--- src/rtl/mem_stage_pkg.sv ---
// Shared constants for the memory-access stage: bus widths, load encodings and the
// request-tracking state encoding.
package mem_stage_pkg;

   localparam int unsigned ES_TO_MS_BUS_WD = 76;
   localparam int unsigned MS_TO_WS_BUS_WD = 70;

   typedef enum logic [2:0] {
      LdW  = 3'b000,
      LdB  = 3'b001,
      LdH  = 3'b010,
      LdBu = 3'b011,
      LdHu = 3'b100
   } ld_type_e;

   typedef enum logic [1:0] {
      StIdle,
      StWait,
      StHold
   } ms_state_e;

   typedef struct packed {
      logic        mem_req;
      ld_type_e    ld_type;
      logic        store_op;
      logic        load_op;
      logic        gr_we;
      logic [4:0]  dest;
      logic [31:0] alu_result;
      logic [31:0] pc;
   } es_to_ms_t;

endpackage

--- src/rtl/mem_stage_load_align.sv ---
// Picks the addressed byte/half out of a 32-bit read word and sign- or zero-extends it.
module mem_stage_load_align
   import mem_stage_pkg::*;
(
   input  logic [31:0] rdata,
   input  logic [1:0]  offset,
   input  ld_type_e    ld_type,
   output logic [31:0] result
);

   logic [7:0]  byte_sel;
   logic [15:0] half_sel;

   always_comb begin
      byte_sel = rdata[7:0];
      unique case (offset)
         2'd0: byte_sel = rdata[7:0];
         2'd1: byte_sel = rdata[15:8];
         2'd2: byte_sel = rdata[23:16];
         2'd3: byte_sel = rdata[31:24];
         default: byte_sel = rdata[7:0];
      endcase
      // Halfword misalignment is not trapped here; offset[0] is simply ignored.
      half_sel = offset[1] ? rdata[31:16] : rdata[15:0];
   end

   always_comb begin
      result = rdata;
      case (ld_type)
         LdW:     result = rdata;
         LdB:     result = {{24{byte_sel[7]}}, byte_sel};
         LdH:     result = {{16{half_sel[15]}}, half_sel};
         LdBu:    result = {24'd0, byte_sel};
         LdHu:    result = {16'd0, half_sel};
         default: result = rdata;
      endcase
   end

endmodule

--- src/rtl/mem_stage.sv ---
// Memory-access pipeline stage: holds one instruction, tracks its single outstanding
// data-SRAM request, aligns load data and forwards the result to writeback and decode.
module mem_stage
   import mem_stage_pkg::*;
(
   input  logic                       clk,
   input  logic                       resetn,
   input  logic                       ws_allowin,
   output logic                       ms_allowin,
   input  logic                       es_to_ms_valid,
   input  logic [ES_TO_MS_BUS_WD-1:0] es_to_ms_bus,
   input  logic                       data_sram_data_ok,
   input  logic [31:0]                data_sram_rdata,
   output logic                       ms_to_ws_valid,
   output logic [MS_TO_WS_BUS_WD-1:0] ms_to_ws_bus,
   output logic                       ms_fwd_valid,
   output logic                       ms_fwd_ready,
   output logic [4:0]                 ms_fwd_dest,
   output logic [31:0]                ms_fwd_value
);

   es_to_ms_t   es_in;
   es_to_ms_t   bus_q;
   logic        ms_valid_q;
   ms_state_e   state_q, state_d;
   logic        resp_valid_q, resp_valid_d;
   logic [31:0] resp_q;

   logic        ms_ready_go;
   logic        latch_mem;
   logic        resp_capture;
   logic [31:0] load_src;
   logic [31:0] load_data;
   logic [31:0] final_result;
   logic        gr_we_eff;

   assign es_in = es_to_ms_bus;

   assign ms_ready_go = !bus_q.mem_req
                     || (state_q == StWait && data_sram_data_ok)
                     || state_q == StHold;
   assign ms_allowin  = !ms_valid_q || (ms_ready_go && ws_allowin);
   assign latch_mem   = ms_allowin && es_to_ms_valid && es_in.mem_req;

   always_comb begin
      state_d      = state_q;
      resp_valid_d = resp_valid_q;
      resp_capture = 1'b0;
      unique case (state_q)
         StIdle: begin
            if (latch_mem) state_d = StWait;
         end
         StWait: begin
            if (data_sram_data_ok) begin
               if (ws_allowin) begin
                  // Hand-off and a new request can coincide; stay in WAIT without a bubble.
                  state_d = latch_mem ? StWait : StIdle;
               end else begin
                  state_d      = StHold;
                  resp_valid_d = 1'b1;
                  resp_capture = 1'b1;
               end
            end
         end
         StHold: begin
            if (ws_allowin) begin
               state_d      = latch_mem ? StWait : StIdle;
               resp_valid_d = 1'b0;
            end
         end
         default: state_d = StIdle;
      endcase
   end

   always_ff @(posedge clk or negedge resetn) begin
      if (!resetn) begin
         ms_valid_q   <= 1'b0;
         state_q      <= StIdle;
         resp_valid_q <= 1'b0;
      end else begin
         state_q      <= state_d;
         resp_valid_q <= resp_valid_d;
         if (ms_allowin) ms_valid_q <= es_to_ms_valid;
      end
   end

   // Payload registers carry no reset; their contents are qualified by ms_valid_q.
   always_ff @(posedge clk) begin
      if (ms_allowin)   bus_q  <= es_in;
      if (resp_capture) resp_q <= data_sram_rdata;
   end

   assign load_src = resp_valid_q ? resp_q : data_sram_rdata;

   mem_stage_load_align u_load_align (
      .rdata   (load_src),
      .offset  (bus_q.alu_result[1:0]),
      .ld_type (bus_q.ld_type),
      .result  (load_data)
   );

   assign final_result = bus_q.load_op ? load_data : bus_q.alu_result;
   assign gr_we_eff    = bus_q.gr_we && !bus_q.store_op;

   assign ms_to_ws_valid = ms_valid_q && ms_ready_go;
   assign ms_to_ws_bus   = {gr_we_eff, bus_q.dest, final_result, bus_q.pc};

   assign ms_fwd_valid = ms_valid_q && gr_we_eff && (bus_q.dest != 5'd0);
   assign ms_fwd_ready = ms_valid_q && (!bus_q.load_op || ms_ready_go);
   assign ms_fwd_dest  = bus_q.dest;
   assign ms_fwd_value = final_result;

endmodule

--- config.mk ---
export PLATFORM = sky130hd
export DESIGN_NAME = mem_stage
export DESIGN_NICKNAME = d
export VERILOG_FILES = /design/src/rtl/mem_stage_pkg.sv /design/src/rtl/mem_stage_load_align.sv /design/src/rtl/mem_stage.sv
export SDC_FILE = /design/constraint.sdc
export NUM_CORES = 1
export LEC_CHECK = 0
export CORE_MARGIN = 1
export CORE_UTILIZATION = 45
export DETAILED_ROUTE_END_ITERATION = 7
export PLACE_DENSITY = 0.81
export REMOVE_ABC_BUFFERS = 1
export SYNTH_ARGS = -nofsm -noshare
export SYNTH_HDL_FRONTEND = slang
export SYNTH_HIERARCHICAL = 1
export SYNTH_SLANG_ARGS = --single-unit
--- constraint.sdc ---
create_clock -name clk -period 3.8 [get_ports clk]
set_input_delay 0.76 -clock clk [delete_from_list [all_inputs] [get_ports clk]]
set_output_delay 0.76 -clock clk [all_outputs]
set_load 0.05 [all_outputs]
==> summary.md, run 1 <==
| Metric | Value |
|---|---|
| Pwr per Cell Area | `496 nW/um^2` |
| IO Count | `224` |
| Residual DRC | `0` |
| # rows | `41` |
| Worst-margin pin slew | `0.704 ns` |
| Wirelength, routed | `14.8 mm` |
| Placer Congestion | `0.817` |
| Layout cells sized above 1 | `28.8%` |
| Async SR Flop Fraction | `3.57%` |
| Post-route setup TNS | `0 ns` |
| Sw Share | `38.1%` |
| Via count | `4139` |
| Layout Cells excl Fill | `763` |
| Chip width | `118 um` |
| Global Route Usage Sum | `21.3%` |
| H-tree Lvls | `3` |
| Post-synth top area share | `54.0%` |
| CP arrival | `2.99 ns` |
| Commonest non-fill, non-tap cells in the layout | `clkdlybuf4s50_1 (158), edfxtp_1 (108), buf_4 (82)` |
| Worst Path Required | `3.04 ns` |
| Fin nets | `699` |
| #FFs+latches synth | `112` |
| Global-route wire length before repair | `22.8 mm` |
| Final ANT Viol Nets | `0` |
| Commonest non-fill, non-tap cell in the layout | `clkdlybuf4s50_1` |
| Die Height | `118 um` |
| Core area | `12800 um^2` |
| Worst path max stage delay | `0.45 ns` |
| Clock slew at reported path FFs | `0.08 ns` |
| Syn-to-layout area delta | `35.3%` |
| Pin count of the biggest net entering global routing | `79` |
| Starting density of the core | `46.9%` |
| CTS Hold Buffers Added | `0` |
| Status | `finished, final reports clean` |
| Max_slew headroom | `52.9%` |
| Sequential fraction of the synthesis area | `55.6%` |
| Post-synth EDFFs | `108` |
| Combinational power share | `38.2%` |
| Post-synthesis cell type count | `52` |
| Setup violations, final | `0` |
| FMAX | `267 MHz` |
| Tcrit/Tclk final | `98.6%` |
| Slowest CP cell | `mux4_2` |
| Detailed Place HPWL | `10.9 mm` |
| 1st-iter DRT viols | `188` |
| Dpl cell area | `7760 um^2` |
| Max cap viols | `0` |
| Vias in the first global route | `4301` |
| Setup crit end kind | `output port` |
| DRT Pass-1 Iters | `5` |
| Tmin final | `3.75 ns` |
| CTS buffer count | `9` |
| Clk_lat worst skew | `0.35 ns` |
| Via-per-instance ratio | `5.42` |
| Seq pwr share | `37.8%` |
| Clock Sinks | `112` |
| Initial antenna violation count | `0` |
| Leading area contributor after synthesis | `edfxtp_1` |
| Routed len/inst | `19.4 um` |
| Synth top area cells | `edfxtp_1 (54%), buf_4 (9.4%), mux2_1 (6.2%), mux2_2 (5.8%), mux4_2 (2.6%)` |
| # fillers | `964` |
| Clk buf depth | `2` |
| Ys Warns | `6` |
| Crit path launch type | `primary input` |
| Peak fanout along the critical path | `3` |
| Final Hold Viols | `0` |
| Syn Std Cell Area | `6010 um^2` |
| Worst Path Buf+Inv | `3` |
| RSZ-0062 raised after global routing | `yes` |
| Register area | `3340 um^2` |
| Peak VDD IR | `446 uV` |
| Placed cell count | `747` |
| Clock skew | `0.0123 ns` |
| Worst-path cell chain | `clkdlybuf4s50_1 -> mux2_2 -> buf_4 -> mux4_2 -> and2_1 -> a221o_1 -> mux2_2 -> buf_4` |
| Post-synth top flop | `edfxtp_1` |
| Multi-input gate area | `1980 um^2` |
| Root buf cell | `clkbuf_16` |
| Diodes inserted | `0` |
| Hold Path Class | `flop to flop` |
| Avg Synthesized Cell Area | `13.8 um^2` |
| CTS tree | `done` |
| Total congestion overflow | `0` |
| Synth Instances | `434` |
| Delay-heaviest family, CP | `multiplexers` |
| Total Power | `4.04 mW` |
| Slew Viols, Final | `0` |
| Hold slack | `0.593 ns` |
| Final Cell Area | `8140 um^2` |
| Internal power | `2.50 mW` |
| Clock Power Share | `24.0%` |
| Crit Path Class | `primary input to output port` |
| Leakage | `3.01 nW` |
| IO buf count | `223` |
| Die area | `13800 um^2` |
| Switching power | `1.54 mW` |
cell usage after synthesis (8+ instances only):
cell type and count:
buf_2 15, nor2b_1 10, and2_1 8, mux2_1 33
o21ai_0 19, mux2_2 31, buf_4 75, edfxtp_1 108
nand3_1 18
kinds of logic (layout without fill, tap and decap cells):
logic type / after synthesis / after routing / share of synthesized area, %
AOI/OAI and AO/OA: 66 / 66 / 8.45
muxes: 72 / 72 / 15.0
buffers and inverters: 107 / 264 / 12.4
xor gates and xnor gates: 1 / 1 / 0.146
and+or+nand+nor: 76 / 76 / 8.31
DFF: 112 / 112 / 55.6
registers in the layout, indices dropped and copies added, names as in the netlist:
signal and cells:
bus_q 39, ms_to_ws_bus 32, resp_q 32, ms_fwd_dest 5, state_q 2, ms_valid_q 1, resp_valid_q 1
power groups by stage:
| stage | combinational, mW | clock (mW) | sequential (mW) |
|---|---|---|---|
| final | 1.54 | 0.968 | 1.53 |
| after global routing | 1.60 | 1.03 | 1.54 |
| after CTS | 1.53 | 0.988 | 1.53 |
| after detailed placement | 1.52 | 0 | 1.56 |
| after global placement | 1.50 | 0 | 1.55 |
| after floorplan | 0.778 | 0 | 1.73 |
metal layers:
layer	vias up	GRT usage, %	share of wire (%)
li1	1903	-	-
met1	2020	24.8	39
met2	191	37.1	51
met3	25	6.78	7.6
met4	0	7.05	2.1
met5	-	0	0
final timing paths:
path	to	cells after the start	slack [ns]	start
setup / recovery	ms_fwd_value[1]	8	0.05	data_sram_rdata[25]
hold / removal	resp_valid_q	2	0.59	resp_valid_q
setup reg to reg	bus_q[32]	3	2.01	state_q[1]
hold reg to reg	resp_valid_q	2	0.59	resp_valid_q
max in group asynchronous	resp_valid_q	1	3.02	resetn
min in group asynchronous	state_q[0]	1	0.60	resetn
worst register-to-register path, stage by stage, from the launching register on:
cell,delay [ns]
dfrtp_1,0.45
nand3b_4,0.22
a41oi_4,0.30
buf_12,0.39
what timing repair did:
item | 4_1_cts | 5_1_grt
pin swaps | 0 | 1
setup endpoints to repair | 10 | 36
gates resized for setup | 4 | 27
setup buffers | 0 | 0
cloned | 0 | 0
area by class of cell:
cell class                      instances  area share [%]
Inverter                                3           0.138
Timing Repair Buffer                  245            28.0
Tap cell                              172            2.65
Multi-Input combinational cell        215            24.3
Sequential cell                       112            41.1
Clock inverter                          7            1.02
Clock buffer                            9            2.77
metrics by stage:
step	utilization (%)	setup slack, ns
floorplan	-	0.00779
global placement	60.5	-0.0348
global route	63.4	-0.0513
finish	63.4	0.0518
detailed placement	60.5	-0.0565
CTS	63.1	0.0119
No activity file was read; power rests on OpenSTA's default activity.
==> run 2: changes to the inputs <==
--- a/config.mk
+++ b/config.mk
@@ -7,6 +7,7 @@
 export LEC_CHECK = 0
 export CORE_MARGIN = 1
 export CORE_UTILIZATION = 45
+export CTS_CLUSTER_DIAMETER = 100
 export DETAILED_ROUTE_END_ITERATION = 7
 export PLACE_DENSITY = 0.81
 export REMOVE_ABC_BUFFERS = 1
==> results of run 2 <==
Final layout, timing and power as in run 1 (identical DEF).
